--- src/rtl/fault_supervisor_pkg.sv ---
// Shared definitions for the fault supervisor: state encodings, channel count,
// hold-off counter width and the counter terminal-value helper.
package fault_supervisor_pkg;

  localparam int NUM_CH = 4;
  localparam int CNT_W  = 24;

  typedef enum logic [1:0] {
    ST_IDLE    = 2'd0,
    ST_RUN     = 2'd1,
    ST_FAULT   = 2'd2,
    ST_RECOVER = 2'd3
  } state_e;

  // Terminal count of the hold-off; a period of 0 or 1 collapses to an immediate exit.
  function automatic logic [CNT_W-1:0] delay_limit(input int pr);
    if (pr > 1) begin
      return CNT_W'(pr - 1);
    end
    return '0;
  endfunction

endpackage

--- src/rtl/supervisor_delay_cnt.sv ---
// Restart hold-off counter: zeroed by clear, counts while enabled, and flags
// done once it sits at the terminal value.
module supervisor_delay_cnt
  import fault_supervisor_pkg::*;
#(
  parameter logic [CNT_W-1:0] LIMIT = '0
) (
  input  logic clk,
  input  logic rst,
  input  logic clear,
  input  logic enable,
  output logic done
);

  logic [CNT_W-1:0] count_q;
  logic [CNT_W-1:0] count_d;

  // The count parks at LIMIT, so an equality test is enough for done.
  assign done = (count_q == LIMIT);

  always_comb begin
    count_d = count_q;
    if (clear) begin
      count_d = '0;
    end else if (enable && !done) begin
      count_d = count_q + 1'b1;
    end
  end

  always_ff @(posedge clk) begin
    if (rst) begin
      count_q <= '0;
    end else begin
      count_q <= count_d;
    end
  end

endmodule

--- src/rtl/fault_supervisor.sv ---
// Modulation-enable supervisor: gates PwmEn on watchdog timeouts, latches which
// channels faulted, and enforces a timed hold-off after an accepted fault clear.
module fault_supervisor
  import fault_supervisor_pkg::*;
#(
  parameter int                clkFreqIn_MHz   = 40,
  parameter int                RestartDelay_us = 100,
  parameter logic [NUM_CH-1:0] ChMask          = 4'hF
) (
  input  logic              clk,
  input  logic              rst,
  input  logic [NUM_CH-1:0] TimeOutIn,
  input  logic              RunReq,
  input  logic              FaultClr,
  output logic              PwmEn,
  output logic [NUM_CH-1:0] FaultLatched,
  output logic [1:0]        FirstFault,
  output logic              ClrRej,
  output logic [1:0]        State
);

  localparam int               PR    = clkFreqIn_MHz * RestartDelay_us;
  localparam logic [CNT_W-1:0] LIMIT = delay_limit(PR);

  state_e            state_q, state_d;
  logic              pwm_en_q, pwm_en_d;
  logic [NUM_CH-1:0] latched_q, latched_d;
  logic [1:0]        first_q, first_d;
  logic              clr_rej_q, clr_rej_d;

  logic [NUM_CH-1:0] fault_vec;
  logic              any_fault;
  logic              clr_accept;
  logic              delay_done;

  assign fault_vec = TimeOutIn & ChMask;
  assign any_fault = |fault_vec;

  // Lowest set index wins when several channels time out together.
  function automatic logic [1:0] lowest_index(input logic [NUM_CH-1:0] v);
    logic [1:0] idx;
    idx = '0;
    for (int i = NUM_CH - 1; i >= 0; i--) begin
      if (v[i]) begin
        idx = 2'(i);
      end
    end
    return idx;
  endfunction

  always_comb begin
    state_d    = state_q;
    clr_rej_d  = 1'b0;
    clr_accept = 1'b0;
    unique case (state_q)
      ST_IDLE: begin
        if (any_fault) begin
          state_d = ST_FAULT;
        end else if (RunReq) begin
          state_d = ST_RUN;
        end
      end
      ST_RUN: begin
        if (any_fault) begin
          state_d = ST_FAULT;
        end else if (!RunReq) begin
          state_d = ST_IDLE;
        end
      end
      ST_FAULT: begin
        if (FaultClr) begin
          if (any_fault) begin
            clr_rej_d = 1'b1;
          end else begin
            state_d    = ST_RECOVER;
            clr_accept = 1'b1;
          end
        end
      end
      ST_RECOVER: begin
        if (any_fault) begin
          state_d = ST_FAULT;
        end else if (delay_done) begin
          state_d = ST_IDLE;
        end
      end
      default: state_d = ST_IDLE;
    endcase
  end

  // Outputs follow the next state so a fresh fault drops PwmEn on the same edge.
  always_comb begin
    pwm_en_d  = (state_d == ST_RUN);
    latched_d = clr_accept ? '0 : (latched_q | fault_vec);
    first_d   = first_q;
    if ((state_d == ST_FAULT) && (state_q != ST_FAULT)) begin
      first_d = lowest_index(fault_vec);
    end
  end

  always_ff @(posedge clk) begin
    if (rst) begin
      state_q   <= ST_IDLE;
      pwm_en_q  <= 1'b0;
      latched_q <= '0;
      first_q   <= '0;
      clr_rej_q <= 1'b0;
    end else begin
      state_q   <= state_d;
      pwm_en_q  <= pwm_en_d;
      latched_q <= latched_d;
      first_q   <= first_d;
      clr_rej_q <= clr_rej_d;
    end
  end

  supervisor_delay_cnt #(
    .LIMIT (LIMIT)
  ) u_delay_cnt (
    .clk    (clk),
    .rst    (rst),
    .clear  (clr_accept),
    .enable (state_q == ST_RECOVER),
    .done   (delay_done)
  );

  assign PwmEn        = pwm_en_q;
  assign FaultLatched = latched_q;
  assign FirstFault   = first_q;
  assign ClrRej       = clr_rej_q;
  assign State        = state_q;

endmodule

--- config.mk ---
export PLATFORM = sky130hd
export DESIGN_NAME = fault_supervisor
export DESIGN_NICKNAME = d
export VERILOG_FILES = /design/src/rtl/fault_supervisor_pkg.sv /design/src/rtl/supervisor_delay_cnt.sv /design/src/rtl/fault_supervisor.sv
export SDC_FILE = /design/constraint.sdc
export NUM_CORES = 1
export LEC_CHECK = 0
export CORE_ASPECT_RATIO = 0.75
export CORE_UTILIZATION = 44
export CTS_BUF_LIST = sky130_fd_sc_hd__clkbuf_2 sky130_fd_sc_hd__clkbuf_4 sky130_fd_sc_hd__clkbuf_8
export CTS_CLUSTER_SIZE = 10
export DETAILED_ROUTE_END_ITERATION = 8
export GPL_TIMING_DRIVEN = 1
export PLACE_DENSITY = 0.74
export SLEW_MARGIN = 10
export SYNTH_ARGS = -nofsm -noshare
export SYNTH_HDL_FRONTEND = slang
export SYNTH_SLANG_ARGS = --single-unit
export TNS_END_PERCENT = 50
--- constraint.sdc ---
create_clock -name clk -period 1.8 [get_ports clk]
set_clock_uncertainty 0.2 [all_clocks]
set_input_delay 0.18 -clock clk [delete_from_list [all_inputs] [get_ports clk]]
set_output_delay 0.18 -clock clk [all_outputs]
set_load 0.02 [all_outputs]
==> results.toml, run 1 <==
[layout]
final_core_util_pct = 66.7
multi_input_comb_area_um2 = 831
layout.nets = 226
layout.cells.non_filler = 256
drive_gt1_share_pct = 28.0
antenna_cells = 0
area_growth_pct = 37.3
fillers = 242
seq_area_um2 = 687

[place]
dpl_worst_slack_ps = -265
portBuffers = 17
hpwl_um = 2460
placedCellCount = 247
gp_congestion = 0.885

[clocking]
h-tree-depth = 2
cts_tree = "yes"
cts_made_buffers = 5
cts.sink_count = 34
cts_setup_buffers = 0
root_buffer = "clkbuf_8"
cts_hold_buf = 0
clock_latency_ps = 290
clockBufferDepth = 2
path_clk_slew_ps = 70

[floorplan]
die_area_um2 = 3640
design.core.area_um2 = 3080
start_util_pct = 48.6
io_pins = 18
die-height_um = 52.5
die_w_um = 69.4
rows = 17

[setup_path]
end_kind = "flop"
cp.required_ps = 1770
startpoint_type = "flop"
cpPeakStageDelay_ps = 540
setup.worst_path.class = "flop to flop"
cp_slowest_cell = "or4b_4"
r2r_end = "u_delay_cnt.count_q[0]"
cp_data_arrival_time_ps = 2010
cp_max_fo = 6
ff2ff_path_depth = 5
rrSetupSlack_ps = -230
r2r_start = "u_delay_cnt.count_q[20]"
crit_chain = "or4b_4 > or3_4 > o21bai_4 > xor2_1 > nor2_1"

[grt]
grt_pass1_vias = 1330
grt_overflow = 0
antenna_found_initial = 0
grt_max_degree = 27
grt_pass1_wl_um = 5970
track_usage_pct = 21.9

[power]
vdd_drop_max_v = 0.000382
p_per_area_nw_per_um2 = 721
p_leak_nw = 0.799
p_total_mw = 1.48

[synthesis]
synth_top_family_by_area = "simple AND/OR/NAND/NOR gates"
ys_seq_elements = 34
yosys.area_share.adder_pct = 0.835
ys.warnings.count = 0
synthesis.area_um2 = 1500
synthCells = 170
synth_compound_area_share_pct = 7.44
synth-simple-area-share_pct = 30.4
synth_most_common_cell = "dfxtp_1"
yosys.area.top_type_share_pct = 45.4
synthMuxAreaShare_pct = 1.34
synth_xor_area_share_pct = 11.1
synth-seq-area-share_pct = 45.4
async_reset_ff_share_pct = 0
syn-num-nets = 179
ys.flop_type = "dfxtp_1"
synth.area.top_cells = "dfxtp_1 45%, xor2_1 8.8%, nor2_1 8.0%"
yosysTopAreaCell = "dfxtp_1"
synth_edf_count = 0
synthTopCellsByCount = "34 x dfxtp_1, 32 x nor2_1, 15 x xor2_1"
avgSynthCellArea_um2 = 8.81
yosysUniqueCellTypes = 38

[sta]
layout_min_cycle_time_ps = 2030
rsz0062_at_grt = "yes"
final_max_slew_viol_count = 0
hold_viol_final = 0
max_slew_margin_pct = 75.0
worst_slack_ps = -235
worst_slew_pin_slew_ps = 372
setup_viol = 8
max_freq_mhz = 491
fin_crit_sh_pct = 113
setup_tns_ps = -1630

[drt]
avgRoutedWirePerCell_um = 14.1
drtPass1Iterations = 4
routed-via-count = 1373
drt_iter0_drc = 90
finalWirelength_um = 3610
viasPerCell = 5.36
ant_nets = 0
drcViolationCount = 0

[run_status]
violations = "negative setup slack"
outcome = "finished, violations left"

[hold_path]
hold-path-cell-count = 2
worst_hold_path.endpoint = "FaultLatched[3]"
hold_path_class = "flop to flop"
min_from = "FaultLatched[3]"

[run]
maxCapViolCount = 0
[registers in the layout, summed over array words and instances, names as in the netlist]
signal and count:
ClrRej 1, PwmEn 1, FirstFault 2, State 2
FaultLatched 4, u_delay_cnt.count_q 24
[worst max path at each step]
stage | cells after the start | startpoint | slack (ps) | to
after floorplan | 6 | u_delay_cnt.count_q[22] | -160 | u_delay_cnt.count_q[0]
after global placement | 5 | u_delay_cnt.count_q[22] | -240 | State[1]
after detailed placement | 5 | u_delay_cnt.count_q[22] | -270 | u_delay_cnt.count_q[5]
after CTS | 5 | u_delay_cnt.count_q[20] | -230 | u_delay_cnt.count_q[0]
after global routing | 5 | u_delay_cnt.count_q[20] | -290 | u_delay_cnt.count_q[0]
final | 5 | u_delay_cnt.count_q[20] | -230 | u_delay_cnt.count_q[0]
[worst max-delay path: cells and delay by family (launching register included)]
kind | cells | cell delay, ps
compound gates | 1 | 200
xor+xnor | 1 | 170
simple gates | 3 | 1040
flops | 1 | 310
[cell usage in the layout (no fill, tap or decap), types with 2 or more instances in the layout]
cell / instances
nor2_1: 32
dfxtp_1: 29
buf_4: 26
clkdlybuf4s50_1: 17
xor2_1: 15
nand3_1: 11
nand2_1: 7
nand4_1: 6
clkbuf_8: 6
inv_1: 5
dfxtp_2: 5
and3_1: 4
nor3_1: 4
xnor2_1: 4
nor4_1: 3
o21ai_1: 3
or3_2: 3
a21oi_2: 3
nor3_2: 2
or2_2: 2
o21ai_0: 2
a21oi_1: 2
mux2i_1: 2
nand3_2: 2
and4_1: 2
o21bai_4: 2
[kinds of logic (layout without fill, tap and decap cells)]
logic type,count (synthesis),in the layout
DFF,34,34
xor gates and xnor gates,19,19
and+or+nand+nor,88,88
AOI/OAI and AO/OA,16,17
muxes,2,2
buffers and inverters,10,57
adders and majority gates,1,1
[layout make-up]
type,count,area share (%)
Multi-Input combinational cell,127,40.4
Inverter,5,0.913
Clock inverter,1,0.243
Tap cell,38,2.31
Sequential cell,34,33.4
Clock buffer,7,4.38
Timing Repair Buffer,44,18.3
[per-stage QoR]
step,area [um^2],hold slack (ps)
finish,2060,282
global route,2060,292
CTS,2040,276
detailed placement,1910,265
global placement,1910,244
floorplan,1520,52.4
[power by group]
| part | total [mW] | leakage (nW) | internal, mW | switching [mW] |
|---|---|---|---|---|
| combinational | 0.120 | 0.469 | 0.0604 | 0.0596 |
| sequential | 0.772 | 0.278 | 0.765 | 0.00719 |
| clock | 0.590 | 0.0517 | 0.323 | 0.266 |
[repair_timing]
| item | in CTS | in global routing |
|---|---|---|
| resized for setup | 8 | 6 |
| gates cloned | 1 | 0 |
| endpoints found under the setup margin | 11 | 23 |
| pin swaps | 6 | 2 |
[layer usage]
metal	global-route usage, %	share of wire [%]	vias up
li1	-	-	680
met4	12.9	3.5	0
met5	0	0	-
met2	36.6	44	41
met1	25.9	47	639
met3	5.77	4.7	13
No activity file was read; power rests on OpenSTA's default activity.
==> run 2, diff against run 1 <==
- CORE_UTILIZATION: 44 -> 40
- PLACE_DENSITY: 0.74 -> 0.69
==> run 2 against run 1 <==
The flow still finishes with violations (negative setup slack). Via count decreased by 1.1%. Non-clock buffer count shrank 2. Critical path depth stayed put. Global-route usage decreased by 2.5 points. Combinational power about the same. Worst hold slack worse by 2.9 ps. Clock-buffer cell count unchanged. Final cell count up 3.5%. Critical path type unchanged. Critical endpoint unchanged. Highest routed layer unchanged.
==> results.toml, run 2 (synthesis gave the netlist of run 1 again) <==
[setup_path]
cp_slowest_cell = "or4b_1"
cp.required_ps = 1770
r2r_start = "u_delay_cnt.count_q[19]"
cp_max_fo = 6
cpPeakStageDelay_ps = 530
end_kind = "flop"
setup.worst_path.class = "flop to flop"
cp_data_arrival_time_ps = 1980
startpoint_type = "flop"
crit_chain = "or4b_1 > or3_4 > o21bai_4 > xor2_1 > nor2_1"
crit_start = "u_delay_cnt.count_q[19]"

[grt]
track_usage_pct = 19.4
grt_overflow = 0
grt_max_degree = 27
grt_pass1_wl_um = 5640
antenna_found_initial = 0
grt_pass1_vias = 1287

[run_status]
outcome = "finished, violations left"
violations = "negative setup slack"

[floorplan]
die_w_um = 72.7
die-height_um = 55.0
die_area_um2 = 4000
design.core.area_um2 = 3420
rows = 18
start_util_pct = 43.7
io_pins = 18

[power]
vdd_drop_max_v = 0.000428
p_leak_nw = 0.774
p_per_area_nw_per_um2 = 712

[drt]
avgRoutedWirePerCell_um = 13.3
viasPerCell = 5.12
finalWirelength_um = 3530
routed-via-count = 1358
drt_iter0_drc = 56
drtPass1Iterations = 4
drcViolationCount = 0
ant_nets = 0

[place]
portBuffers = 17
hpwl_um = 2420
gp_congestion = 0.826

[layout]
largest_register_ffs = 24
area_growth_pct = 36.8
multi_input_comb_area_um2 = 842
final_common_cell = "dfxtp_1"
regMostFlops = "u_delay_cnt.count_q"
mostFrequentLayoutCells = "33 x dfxtp_1, 32 x nor2_1, 24 x buf_4"
seq_area_um2 = 682
layout.nets = 224
antenna_cells = 0
fillers = 304
drive_gt1_share_pct = 25.1

[sta]
worst_slack_ps = -208
rsz0062_at_grt = "yes"
max_freq_mhz = 498
fin_crit_sh_pct = 112
worst_hold_slack_ps = 279
max_slew_margin_pct = 77.9
setup_tns_ps = -1560
setup_viol = 8
layout_min_cycle_time_ps = 2010
hold_viol_final = 0
final_max_slew_viol_count = 0
worst_slew_pin_slew_ps = 331

[clocking]
cts_tree = "yes"
h-tree-depth = 2
cts.sink_count = 34
clockBufferDepth = 2
path_clk_slew_ps = 70
clock_latency_ps = 290
cts_made_buffers = 5
cts_hold_buf = 0
root_buffer = "clkbuf_8"

[hold_path]
min_from = "FaultLatched[1]"
hold_path_class = "flop to flop"

[run]
maxCapViolCount = 0
-- run 2: final timing paths --
check	slack (ps)	cells past startpoint	end
worst max-delay path	-210	5	u_delay_cnt.count_q[0]
worst min-delay path	280	2	FaultLatched[1]
worst max register to register	-210	5	u_delay_cnt.count_q[0]
worst min register to register	280	2	FaultLatched[1]
-- run 2: worst max-delay path, delay by kind of cell, from the launching register on --
kind	cells	cell delay [ps]
AOI/OAI and AO/OA	1	180
and+or+nand+nor	3	1030
xor gates and xnor gates	1	160
DFF	1	320
-- run 2: cell type report --
class	instances	area share, %
clock buffers	7	4.09
inverters	5	0.916
multi-input cells	127	41.1
flip-flops and latches	34	33.3
well taps	50	3.05
repair buffers	42	17.6
-- run 2: layer usage --
| metal | track usage (%) | wire length (um) | up-vias | share of wire, % |
|---|---|---|---|---|
| met4 | 9.48 | 49 | 0 | 1.4 |
| li1 | - | - | 675 | - |
| met5 | 0 | 0 | - | 0 |
| met3 | 5.98 | 159 | 7 | 4.5 |
| met1 | 23.6 | 1720 | 646 | 49 |
| met2 | 32.1 | 1600 | 30 | 45 |
-- run 2: timing repair --
item / CTS / global route
setup buffers: 0 / 0
gates resized for setup: 2 / 9
pin swaps: 3 / 1
endpoints found under the setup margin: 9 / 23
gates cloned: 1 / 0
-- run 2: per-stage QoR --
step	util [%]	setup slack (ps)	std cells	instance area (um^2)	power, mW
floorplan	-	-162	170	1520	0.842
global route	59.9	-280	265	2050	1.50
detailed placement	55.7	-227	257	1910	0.909
finish	59.9	-208	265	2050	1.46
CTS	58.6	-190	265	2010	1.46
global placement	55.7	-239	257	1910	0.905
-- run 2: where the power goes --
group          switching [mW]  internal (mW)  total [mW]
registers             0.00939          0.765       0.774
clock network           0.270          0.296       0.566
logic                  0.0591         0.0600       0.119
